===== src/rtl/regfile_pkg.sv =====
// Shared types and default sizing for the multi-port register file.
package regfile_pkg;

    // Clear-engine FSM states.
    typedef enum logic [0:0] {
        RF_IDLE,
        RF_CLEAR
    } rf_state_t;

    localparam int unsigned RF_WIDTH = 32;
    localparam int unsigned RF_DEPTH = 32;

    // Address width needed to index a register array of the given depth.
    function automatic int unsigned rf_addr_width(input int unsigned depth);
        return (depth < 2) ? 1 : $clog2(depth);
    endfunction

endpackage


===== src/rtl/regfile_multi_if.sv =====
// Register file access bundle: two read ports, one write port, clear request
// and busy status. The master drives addresses/data, the slave returns data.
interface regfile_multi_if
    import regfile_pkg::*;
#(
    parameter int unsigned WIDTH = RF_WIDTH,
    parameter int unsigned DEPTH = RF_DEPTH
);
    localparam int unsigned AW = rf_addr_width(DEPTH);

    logic [AW-1:0]    ra0;
    logic [WIDTH-1:0] rd0;
    logic [AW-1:0]    ra1;
    logic [WIDTH-1:0] rd1;
    logic [AW-1:0]    wa;
    logic             we;
    logic [WIDTH-1:0] wd;
    logic             clr_req;
    logic             busy;

    modport master (
        output ra0, ra1, wa, we, wd, clr_req,
        input  rd0, rd1, busy
    );

    modport slave (
        input  ra0, ra1, wa, we, wd, clr_req,
        output rd0, rd1, busy
    );

endinterface


===== src/rtl/regfile_clear_ctrl.sv =====
// Sequential clear engine: sweeps every register to zero after reset or on
// request, one register per clock edge, and flags busy while doing so.
module regfile_clear_ctrl
    import regfile_pkg::*;
#(
    parameter int unsigned DEPTH = RF_DEPTH,
    localparam int unsigned AW   = rf_addr_width(DEPTH)
) (
    input  logic          clk,
    input  logic          rst_n,
    input  logic          clr_req,
    output logic          busy,
    output logic          clr_we,
    output logic [AW-1:0] clr_addr
);

    localparam logic [AW-1:0] LastAddr = AW'(DEPTH - 1);

    rf_state_t     state_q;
    logic [AW-1:0] clr_cnt_q;
    logic          busy_q;

    // FSM, sweep counter and registered busy flag; reset restarts the sweep.
    always_ff @(posedge clk or negedge rst_n) begin
        if (!rst_n) begin
            state_q   <= RF_CLEAR;
            clr_cnt_q <= '0;
            busy_q    <= 1'b1;
        end else begin
            case (state_q)
                RF_IDLE: begin
                    if (clr_req) begin
                        state_q   <= RF_CLEAR;
                        clr_cnt_q <= '0;
                        busy_q    <= 1'b1;
                    end
                end
                RF_CLEAR: begin
                    // clr_req is ignored mid-sweep.
                    if (clr_cnt_q == LastAddr) begin
                        state_q   <= RF_IDLE;
                        clr_cnt_q <= '0;
                        busy_q    <= 1'b0;
                    end else begin
                        clr_cnt_q <= clr_cnt_q + 1'b1;
                    end
                end
                default: begin
                    state_q   <= RF_CLEAR;
                    clr_cnt_q <= '0;
                    busy_q    <= 1'b1;
                end
            endcase
        end
    end

    assign busy     = busy_q;
    assign clr_we   = busy_q;
    assign clr_addr = clr_cnt_q;

endmodule


===== src/rtl/regfile_multi.sv =====
// DEPTH x WIDTH register file: two combinational read ports, one synchronous
// write port, optional hard-wired zero register and a built-in clear sweep.
// Optional feature: define REGFILE_BYPASS_EN for same-cycle write-to-read
// forwarding while idle.
module regfile_multi
    import regfile_pkg::*;
#(
    parameter int unsigned WIDTH    = RF_WIDTH,
    parameter int unsigned DEPTH    = RF_DEPTH,
    parameter int unsigned ZERO_REG = 1
) (
    input  logic           clk,
    input  logic           rst_n,
    regfile_multi_if.slave bus
);

    localparam int unsigned AW = rf_addr_width(DEPTH);

    logic [WIDTH-1:0] mem [DEPTH];

    logic             busy;
    logic             clr_we;
    logic [AW-1:0]    clr_addr;

    logic             wr_en;
    logic [AW-1:0]    wr_addr;
    logic [WIDTH-1:0] wr_data;
    logic             usr_wr_ok;

    logic [WIDTH-1:0] rd0_val;
    logic [WIDTH-1:0] rd1_val;

    regfile_clear_ctrl #(
        .DEPTH (DEPTH)
    ) u_clear_ctrl (
        .clk      (clk),
        .rst_n    (rst_n),
        .clr_req  (bus.clr_req),
        .busy     (busy),
        .clr_we   (clr_we),
        .clr_addr (clr_addr)
    );

    // A user write is legal only when idle and not aimed at the zero register.
    assign usr_wr_ok = bus.we && !((ZERO_REG != 0) && (bus.wa == '0));

    // Write mux: the clear sweep owns the write port and user writes are dropped.
    always_comb begin
        wr_en   = 1'b0;
        wr_addr = bus.wa;
        wr_data = bus.wd;
        if (clr_we) begin
            wr_en   = 1'b1;
            wr_addr = clr_addr;
            wr_data = '0;
        end else if (usr_wr_ok) begin
            wr_en = 1'b1;
        end
    end

    // Register array; deliberately unreset, the sweep zeroes it instead.
    always_ff @(posedge clk) begin
        if (wr_en) begin
            mem[wr_addr] <= wr_data;
        end
    end

    // Read muxes: bypass (if built), then zero register, then the busy blank.
    always_comb begin
        rd0_val = mem[bus.ra0];
        rd1_val = mem[bus.ra1];
`ifdef REGFILE_BYPASS_EN
        if (bus.we && (bus.ra0 == bus.wa)) begin
            rd0_val = bus.wd;
        end
        if (bus.we && (bus.ra1 == bus.wa)) begin
            rd1_val = bus.wd;
        end
`endif
        if ((ZERO_REG != 0) && (bus.ra0 == '0)) begin
            rd0_val = '0;
        end
        if ((ZERO_REG != 0) && (bus.ra1 == '0)) begin
            rd1_val = '0;
        end
        if (busy) begin
            rd0_val = '0;
            rd1_val = '0;
        end
    end

    assign bus.rd0  = rd0_val;
    assign bus.rd1  = rd1_val;
    assign bus.busy = busy;

endmodule


===== src/flat_wrapper.sv =====
// flat-port wrapper written by rule: the top's interface ports become plain ports
module regfile_multi_flat import regfile_pkg::*;
#(
    parameter int unsigned WIDTH    = RF_WIDTH,
    parameter int unsigned DEPTH    = RF_DEPTH,
    parameter int unsigned ZERO_REG = 1
)
  (clk, rst_n, bus_ra0, bus_ra1, bus_wa, bus_we, bus_wd, bus_clr_req, bus_rd0, bus_rd1, bus_busy);
  regfile_multi_if #(.WIDTH(WIDTH), .DEPTH(DEPTH)) bus_i ();
  input  logic clk;
  input  logic rst_n;
  input wire logic [$bits(bus_i.ra0)-1:0] bus_ra0;
  input wire logic [$bits(bus_i.ra1)-1:0] bus_ra1;
  input wire logic [$bits(bus_i.wa)-1:0] bus_wa;
  input wire logic [$bits(bus_i.we)-1:0] bus_we;
  input wire logic [$bits(bus_i.wd)-1:0] bus_wd;
  input wire logic [$bits(bus_i.clr_req)-1:0] bus_clr_req;
  output wire logic [$bits(bus_i.rd0)-1:0] bus_rd0;
  output wire logic [$bits(bus_i.rd1)-1:0] bus_rd1;
  output wire logic [$bits(bus_i.busy)-1:0] bus_busy;
  assign bus_i.ra0 = bus_ra0;
  assign bus_i.ra1 = bus_ra1;
  assign bus_i.wa = bus_wa;
  assign bus_i.we = bus_we;
  assign bus_i.wd = bus_wd;
  assign bus_i.clr_req = bus_clr_req;
  assign bus_rd0 = bus_i.rd0;
  assign bus_rd1 = bus_i.rd1;
  assign bus_busy = bus_i.busy;
  regfile_multi #(.WIDTH(WIDTH), .DEPTH(DEPTH), .ZERO_REG(ZERO_REG)) u_core (.clk(clk), .rst_n(rst_n), .bus(bus_i));
endmodule

===== config.mk =====
export PLATFORM = sky130hd
export DESIGN_NAME = regfile_multi_flat
export DESIGN_NICKNAME = d
export VERILOG_FILES = /design/src/rtl/regfile_pkg.sv /design/src/rtl/regfile_multi_if.sv /design/src/rtl/regfile_clear_ctrl.sv /design/src/rtl/regfile_multi.sv /design/src/flat_wrapper.sv
export SDC_FILE = /design/constraint.sdc
export NUM_CORES = 1
export LEC_CHECK = 0
export CAP_MARGIN = 30
export CORE_ASPECT_RATIO = 1.1
export CORE_MARGIN = 2
export CORE_UTILIZATION = 25
export CTS_CLUSTER_SIZE = 25
export DETAILED_ROUTE_END_ITERATION = 12
export GPL_ROUTABILITY_DRIVEN = 0
export PLACE_DENSITY = 0.41
export REMOVE_ABC_BUFFERS = 1
export SLEW_MARGIN = 25
export SYNTH_ARGS = -nofsm -noshare
export SYNTH_HDL_FRONTEND = slang
export SYNTH_SLANG_ARGS = --single-unit

===== constraint.sdc =====
create_clock -name clk -period 4.5 [get_ports clk]
set_input_delay 0.45 -clock clk [delete_from_list [all_inputs] [get_ports clk]]
set_output_delay 0.45 -clock clk [all_outputs]
set_load 0.005 [all_outputs]

==> qor.yml, run 1 <==
run_status:
  status: "complete, no violations"
setup_path:
  path_delay_family: "simple AND/OR/NAND/NOR gates"
  worst_ep_required_time_ns: 4.05
  timing.reg2reg.worst_path_depth: 4
  startpoint: "u_core.u_clear_ctrl.busy"
  cp-endpoint: "bus_rd1[14]"
  path_cells: "or3_2, buf_12, a221oi_1, a22oi_1, nand4_1, clkdlybuf4s50_1"
  path_max_fanout: 19
  cpPeakStageDelay_ns: 0.79
  path_buf_inv: 2
  rrSetupSlack_ns: 1.56
  rr_startpoint: "u_core.u_clear_ctrl.busy"
  r2r_end: "u_core.mem[2][20]"
  crit_type: "flip-flop to output port"
  endpoint_kind: "output port"
  cp-start-kind: "flip-flop"
  path_depth: 6
  worstPathArrival_ns: 3.75
  slowest_stage: "or3_2"
floorplan:
  rows: 166
  fp.dieW_um: 415
  core_area_mm2: 0.185
  die_y_um: 457
  dieArea_mm2: 0.190
  start_util: 0.251
  io_pins: 116
global_route:
  grt_overflow: 0
  grt_pass1_wl_mm: 231
  grt_max_degree: 68
  track_usage: 0.172
  grt_antenna_before_repair: 5
  first_global_vias: 29800
pwr:
  ir_drop_mv: 0.291
  internal-power_w: 0.0183
  switching_share: 0.293
  switchingPower_w: 0.00758
  total_leakage_power_nw: 18.7
  combPwrFrac: 0.188
  seq_power_share: 0.475
  cellPowerDensity_mw_per_mm2: 465
  clkPwrFrac: 0.337
min_path:
  hold_depth: 3
  hp-class: "input pin to flip-flop"
routing:
  antenna_left: 0
  via_per_inst: 5.09
  wl_per_cell_um: 29.9
  drt-initial-drc-count: 2114
  drtPass1Iterations: 5
  routed_wl_mm: 166
  via_count: 28300
  drcViolationCount: 0
synthesis:
  syn_area_per_cell_um2: 16.3
  synth_top_area_share: 0.640
  synth_area_leaders: "edfxtp_1 (64%), mux2i_1 (12%), mux4_2 (9.4%)"
  synth-seq-cells: 999
  syn_inst: 2863
  synth_seq_area_share: 0.644
  synth_area_mm2: 0.0465
  yosysMostFrequentCell: "edfxtp_1"
  yosys-top-cells-count: "edfxtp_1 (992), mux2i_1 (568), mux4_2 (194)"
  async_flop_share: 0.00701
  synth_edf_count: 992
  synthDistinctLibCells: 47
  synth_largest_area_cell: "edfxtp_1"
  yosysWarnings: 0
  synth_flop_cell: "edfxtp_1"
sta:
  drv_slew: 0
  finalSetupViolCount: 0
  rsz0062_at_grt: "no"
  setup_tns_ns: 0
  timing.hold.ws_ns: 0.379
  finalHoldViolations: 0
  finalCriticalPeriod_ns: 4.20
  tightest_slew_ns: 0.962
  fin_skew_ns: 0.0223
  fmax_mhz: 238
  finalCritPeriodShare: 0.933
  slew_headroom: 0.358
clock_network:
  cts_max_path_buffers: 3
  clock_sinks: 999
  numCtsBuffers: 110
  cts_tree: "yes"
  htreeDepth: 3
  root_buffer: "clkbuf_16"
  cts.clk_slew.worst_paths_ns: 0.06
  clock_latency_ns: 0.74
placed_design:
  placed_cell_area_mm2: 0.0521
  port_buffers: 115
  dp_cells: 5360
  place_hpwl_mm: 102
cells_and_area:
  layout.cells.non_filler: 5566
  finish.utilization: 0.300
  area_growth_pct: 19.4
  drive_above_1_share: 0.203
  final_cell_area_mm2: 0.0556
  nNetsFinal: 3092
  antenna_cells: 0
job:
  cap_violations: 0
## through the flow
| step | setup slack, ns | power, W |
|---|---|---|
| floorplan | 0.561 | 0.0145 |
| global placement | 0.509 | 0.0173 |
| detailed placement | 0.502 | 0.0174 |
| CTS | 0.166 | 0.0262 |
| global route | 0.172 | 0.0268 |
| finish | 0.301 | 0.0258 |
## what timing repair did
| item | CTS | global route |
|---|---|---|
| hold endpoints to repair | 5 | 0 |
| resized for setup | 0 | 0 |
| hold buffers | 1 | 0 |
| buffers inserted | 1 | 0 |
| setup endpoints to repair | 2 | 0 |
## sequential cells by signal, indices dropped and copies added (netlist names)
name and count:
u_core.u_clear_ctrl.state_q 1, u_core.mem 992, u_core.u_clear_ctrl.clr_addr 5, u_core.u_clear_ctrl.busy 1
## power groups by stage
stage               clock network (W)  registers [W]  logic (W)
finish                        0.00870         0.0123    0.00486
global route                  0.00925         0.0124    0.00521
CTS                           0.00891         0.0123    0.00499
detailed placement                  0         0.0125    0.00493
global placement                    0         0.0125    0.00486
floorplan                           0         0.0124    0.00206
## area by class of cell
type | instances | area [um2]
fill | 18300 | 130000
sequential | 999 | 30000
multi-input combinational | 1620 | 15900
timing repair buffer | 303 | 3260
tap | 2436 | 3050
clock buffer | 132 | 2840
clock inverter | 71 | 553
inverter | 5 | 18.8
## worst reg2reg max path, stage by stage, from the launching register on
cell and delay (ns):
dfstp_4 0.84, mux2i_1 0.40, nand2_1 0.31, nor2_4 0.63
buf_4 0.42
## layout by cell type, fill, tap and decap left out, drive strengths merged, types with 70 or more instances in the layout
cell | synthesis | final
a22oi | 190 | 190
clkdlybuf4s50 | 0 | 111
edfxtp | 992 | 992
o22ai | 189 | 189
mux4 | 194 | 194
mux2i | 568 | 568
clkbuf | 96 | 132
buf | 143 | 191
nand2 | 142 | 142
o21ai | 70 | 70
## layer usage
| metal | vias to the layer above | track usage | wire length [um] |
|---|---|---|---|
| li1 | 12200 | - | - |
| met1 | 15200 | 0.218 | 70800 |
| met2 | 710 | 0.304 | 84600 |
| met3 | 213 | 0.0186 | 5880 |
| met4 | 0 | 0.0572 | 4900 |
| met5 | - | 0 | 0 |
## cell families (layout without fill, tap and decap cells)
group | Yosys count | in the layout | share of synthesized area
muxes | 768 | 768 | 0.217
AOI/OAI and AO/OA | 523 | 523 | 0.0774
DFF | 999 | 999 | 0.644
and+or+nand+nor | 327 | 327 | 0.0352
adders and majority gates | 2 | 2 | 0.000538
buffers and inverters | 244 | 511 | 0.0255
## how the worst min path moves through the flow
stage / from / to / slack [ns]
6_report: bus_clr_req / u_core.u_clear_ctrl.busy / 0.38
5_1_grt: bus_clr_req / u_core.u_clear_ctrl.busy / 0.38
4_1_cts: bus_clr_req / u_core.u_clear_ctrl.busy / 0.31
3_5_place_dp: u_core.u_clear_ctrl.clr_addr[3] / u_core.u_clear_ctrl.clr_addr[3] / 0.54
3_3_place_gp: u_core.u_clear_ctrl.clr_addr[3] / u_core.u_clear_ctrl.clr_addr[3] / 0.53
2_1_floorplan: rst_n / u_core.u_clear_ctrl.clr_addr[0] / 0.15
(Power assumes the default switching activity.)
==> run 2, diff against run 1 <==
- CAP_MARGIN: 30 -> 20
==> run 2 against run 1 <==
  * Die area did not move
  * Combinational power hardly changed
  * Global-route usage hardly changed
  * First-iteration DRC count is 1.7% lower
  * Final area increased by 0.28%
  * Non-clock buffer count is 7 lower
  * Largest cell class unchanged
==> qor.yml, run 2 (synthesized netlist as in run 1, its figures left out) <==
setup_path:
  worstPathArrival_ns: 3.82
  path_cells: "or3_2, buf_12, a221oi_1, a22oi_1, nand4_1, clkdlybuf4s50_1"
  slowest_stage: "dfstp_4"
  rr_startpoint: "u_core.u_clear_ctrl.busy"
  cpPeakStageDelay_ns: 0.84
  rrSetupSlack_ns: 1.40
  path_max_fanout: 19
  timing.reg2reg.worst_path_depth: 4
  cp-start-kind: "flip-flop"
  r2r_end: "u_core.mem[8][18]"
  endpoint_kind: "output port"
  crit_type: "flip-flop to output port"
  startpoint: "u_core.u_clear_ctrl.busy"
  worst_ep_required_time_ns: 4.05
  cp-endpoint: "bus_rd1[14]"
clock_network:
  cts_max_path_buffers: 3
  cts_resized: 0
  clock_latency_ns: 0.75
  numCtsBuffers: 112
  clock_sinks: 999
  cts.clk_slew.worst_paths_ns: 0.06
  cts_tree: "yes"
  root_buffer: "clkbuf_16"
  htreeDepth: 3
global_route:
  track_usage: 0.172
  grt_overflow: 0
  first_global_vias: 29800
  grt_max_degree: 68
  grt_pass1_wl_mm: 232
  grt_antenna_before_repair: 3
cells_and_area:
  seq_area_mm2: 0.0300
  largest_register_ffs: 992
  final_common_cell: "edfxtp_1"
  top_register: "u_core.mem"
  area_growth_pct: 19.8
  final_cell_mix: "edfxtp_1 (992), mux2i_1 (568), mux4_2 (194)"
  multi_input_area_mm2: 0.0159
  antenna_cells: 0
  fillers: 18300
  drive_above_1_share: 0.202
  nNetsFinal: 3087
min_path:
  hp-class: "input pin to flip-flop"
sta:
  slew_headroom: 0.327
  rsz0062_at_grt: "no"
  fin_skew_ns: 0.0278
  setup_tns_ns: 0
  fmax_mhz: 234
  finalCritPeriodShare: 0.949
  finalSetupViolCount: 0
  tightest_slew_ns: 1.01
  drv_slew: 0
  finalCriticalPeriod_ns: 4.27
  finalHoldViolations: 0
  timing.hold.ws_ns: 0.343
pwr:
  total_leakage_power_nw: 18.8
  ir_drop_mv: 0.291
  cellPowerDensity_mw_per_mm2: 472
floorplan:
  start_util: 0.251
  io_pins: 116
  fp.dieW_um: 415
  die_y_um: 457
  core_area_mm2: 0.185
  dieArea_mm2: 0.190
  rows: 166
run_status:
  status: "complete, no violations"
routing:
  drcViolationCount: 0
  drtPass1Iterations: 7
  via_per_inst: 5.09
  wl_per_cell_um: 29.9
  routed_wl_mm: 167
  via_count: 28300
  antenna_left: 0
  drt-initial-drc-count: 2078
job:
  cap_violations: 0
placed_design:
  port_buffers: 115
  place_hpwl_mm: 101
-- run 2: cell types whose count changed in the layout (fill, tap and decap cells not counted), sizes merged --
cell	delta
buf	-7
bufinv	+7
clkbuf	+2
clkinv	+1
clkinvlp	-3
inv	-1
-- run 2: area by class of cell --
cell class / count / area share
clock buffer: 134 / 0.0518
clock inverter: 75 / 0.0131
inverter: 5 / 0.000337
multi-input combinational: 1620 / 0.286
sequential: 999 / 0.538
tap: 2436 / 0.0547
timing repair buffer: 296 / 0.0566
-- run 2: critical path, delay by kind of cell (launching register included) --
family | cells | cell delay [ns]
and+or+nand+nor | 2 | 0.98
buffers and inverters | 2 | 0.88
DFF | 1 | 0.84
AOI/OAI and AO/OA | 2 | 0.32
-- run 2: power by group --
group | switching, W | internal, W | total (W)
clock | 0.00388 | 0.00530 | 0.00918
combinational | 0.00328 | 0.00156 | 0.00484
sequential | 0.000428 | 0.0118 | 0.0123
-- run 2: how the worst min path moves through the flow --
stage | to | cells past startpoint | startpoint
2_1_floorplan | u_core.u_clear_ctrl.clr_addr[0] | 0 | rst_n
3_3_place_gp | u_core.u_clear_ctrl.clr_addr[3] | 1 | u_core.u_clear_ctrl.clr_addr[3]
3_5_place_dp | u_core.u_clear_ctrl.clr_addr[3] | 1 | u_core.u_clear_ctrl.clr_addr[3]
4_1_cts | u_core.u_clear_ctrl.busy | 3 | bus_clr_req
5_1_grt | u_core.u_clear_ctrl.busy | 3 | bus_clr_req
6_report | u_core.u_clear_ctrl.busy | 3 | bus_clr_req
-- run 2: metrics by stage --
stage	worst slack, ns	instances	total power [W]	utilization	area, um2
floorplan	0.561	2624	0.0145	-	45400
global placement	0.509	5353	0.0173	0.280	52000
detailed placement	0.497	5354	0.0174	0.281	52100
CTS	0.144	5565	0.0267	0.300	55700
global route	0.166	5565	0.0273	0.301	55700
finish	0.228	5565	0.0263	0.301	55700
-- run 2: layer usage --
layer | vias up | routed length [um] | global-route usage
met2 | 710 | 84900 | 0.305
met4 | 0 | 4750 | 0.0556
met3 | 206 | 7040 | 0.0208
met1 | 15200 | 69900 | 0.216
li1 | 12200 | - | -
met5 | - | 0 | 0
-- run 2: what timing repair did --
| action | 4_1_cts | 5_1_grt |
|---|---|---|
| setup buffers | 1 | 0 |
| hold buffers | 1 | 0 |
| setup endpoints to repair | 2 | 0 |
| hold endpoints to repair | 5 | 0 |
==> run 3, diff against run 2 <==
- PLACE_DENSITY: 0.41 -> 0.5
==> run 3 against run 2 <==
  * Clock skew fell by 0.0037 ns
  * Critical path depth did not move
  * Non-clock buffer count fell by 34
  * Sequential share of layout area rose by 0.46 points
  * Sequential power barely moved
  * Critical endpoint is now bus_rd1[13]
  * Largest cell class unchanged
  * Largest power group unchanged
==> qor.yml, run 3 (synthesized netlist as in run 1, its figures left out) <==
run_status:
  status: "complete, no violations"
setup_path:
  worst_ep_required_time_ns: 4.05
  cp-start-kind: "flip-flop"
  timing.reg2reg.worst_path_depth: 5
  path_max_fanout: 40
  crit_type: "flip-flop to output port"
  rrSetupSlack_ns: 0.97
  worstPathArrival_ns: 3.82
  r2r_end: "u_core.mem[10][10]"
  startpoint: "u_core.u_clear_ctrl.busy"
  rr_startpoint: "u_core.u_clear_ctrl.busy"
  endpoint_kind: "output port"
clock_network:
  cts_resized: 0
  cts_max_path_buffers: 3
  root_buffer: "clkbuf_16"
  cts_setup_buffers: 0
  cts_tree: "yes"
  clock_latency_ns: 0.70
  htreeDepth: 3
  cts.clk_slew.worst_paths_ns: 0.06
  clock_sinks: 999
  numCtsBuffers: 99
cells_and_area:
  area_growth_pct: 18.8
  fillers: 18200
  finish.utilization: 0.298
  multi_input_area_mm2: 0.0160
  final_cell_mix: "edfxtp_1 (992), mux2i_1 (568), mux4_2 (194)"
  largest_register_ffs: 992
  nNetsFinal: 3040
  drive_above_1_share: 0.190
  final_common_cell: "edfxtp_1"
  seq_area_mm2: 0.0300
  layout.cells.non_filler: 5502
  top_register: "u_core.mem"
placed_design:
  place_hpwl_mm: 96.4
  dp_cells: 5321
  port_buffers: 115
sta:
  finalSetupViolCount: 0
  fmax_mhz: 234
  timing.hold.ws_ns: 0.403
  fin_skew_ns: 0.0240
  finalHoldViolations: 0
  drv_slew: 0
  rsz0062_at_grt: "no"
  slew_headroom: 0.324
  setup_tns_ns: 0
  finalCritPeriodShare: 0.950
  finalCriticalPeriod_ns: 4.27
  tightest_slew_ns: 1.01
global_route:
  grt_max_degree: 92
  track_usage: 0.165
  grt_antenna_before_repair: 2
  first_global_vias: 29500
  grt_pass1_wl_mm: 223
  grt_overflow: 0
pwr:
  cellPowerDensity_mw_per_mm2: 464
  seq_power_share: 0.481
  ir_drop_mv: 0.319
  combPwrFrac: 0.185
  total_leakage_power_nw: 18.5
  clkPwrFrac: 0.335
  switchingPower_w: 0.00731
  internal-power_w: 0.0183
  switching_share: 0.285
job:
  cap_violations: 0
floorplan:
  fp.dieW_um: 415
  io_pins: 116
  dieArea_mm2: 0.190
  start_util: 0.251
  core_area_mm2: 0.185
  rows: 166
  die_y_um: 457
routing:
  drcViolationCount: 0
  antenna_left: 0
  via_count: 28500
  wl_per_cell_um: 29.1
  via_per_inst: 5.19
  drtPass1Iterations: 6
  drt-initial-drc-count: 2663
  routed_wl_mm: 160
min_path:
  hp-start: "bus_clr_req"
  hold_end: "u_core.u_clear_ctrl.state_q"
  hp-class: "input pin to flip-flop"
  hold_depth: 3
==> run 3: cell count changes in the layout (fill, tap and decap cells not counted), moves of 2 or more <==
cell        before  now
clkinv_1        30   24
diode_2          0    2
nor2b_4         31   35
inv_6            4    0
clkinv_8         3    1
clkbuf_16      112  102
clkbuf_1        22   13
bufinv_16       13   15
buf_12          50   54
buf_4          130   91
nor2b_2          5    1
clkinv_2        20   15
clkinvlp_4       3    7
==> run 3: repair_timing <==
action / in CTS / in global routing
endpoints found under the hold margin: 5 / 0
hold buffers: 1 / 0
endpoints found under the setup margin: 0 / 0
==> run 3: critical path, stage by stage, from the launching register on <==
cell and delay (ns):
dfstp_4 1.12, or3_2 0.28, buf_12 0.28, a221oi_1 0.09, a22oi_1 0.26, nand4_1 0.42
clkdlybuf4s50_1 0.59
==> run 3: worst max path at each step <==
stage                             end  cells after the start
after global placement    bus_rd0[29]                      7
after CTS                 bus_rd1[29]                      5
after floorplan           bus_rd1[30]                      4
final                     bus_rd1[13]                      6
after global routing      bus_rd1[29]                      5
after detailed placement  bus_rd1[21]                      8
==> run 3: per-stage QoR <==
stage / total power, W / setup WS (ns) / cell area [um2]
3_3_place_gp: 0.0172 / 0.631 / 51800
5_1_grt: 0.0265 / 0.145 / 55300
4_1_cts: 0.0258 / 0.185 / 55200
2_1_floorplan: 0.0145 / 0.561 / 45400
6_report: 0.0257 / 0.226 / 55300
3_5_place_dp: 0.0173 / 0.630 / 51900
==> run 3: area by class of cell <==
class,count,area share
antenna,2,0.0000905
clock buffer,115,0.0471
tap,2436,0.0551
inverter,5,0.000340
multi-input combinational,1620,0.289
timing repair buffer,262,0.0538
clock inverter,63,0.0125
sequential,999,0.542
==> run 3: per-layer routing <==
metal / vias up / global-route usage / part of all wire
li1: 12100 / - / -
met1: 15200 / 0.202 / 0.40
met2: 963 / 0.293 / 0.51
met3: 229 / 0.0230 / 0.050
met4: 0 / 0.0600 / 0.033
met5: - / 0 / 0
==> run 3: power by group through the flow <==
stage / Clock [W] / Sequential (W) / Combinational (W)
floorplan: 0 / 0.0124 / 0.00206
global placement: 0 / 0.0125 / 0.00471
detailed placement: 0 / 0.0125 / 0.00476
CTS: 0.00873 / 0.0123 / 0.00477
global route: 0.00908 / 0.0124 / 0.00502
finish: 0.00858 / 0.0123 / 0.00474
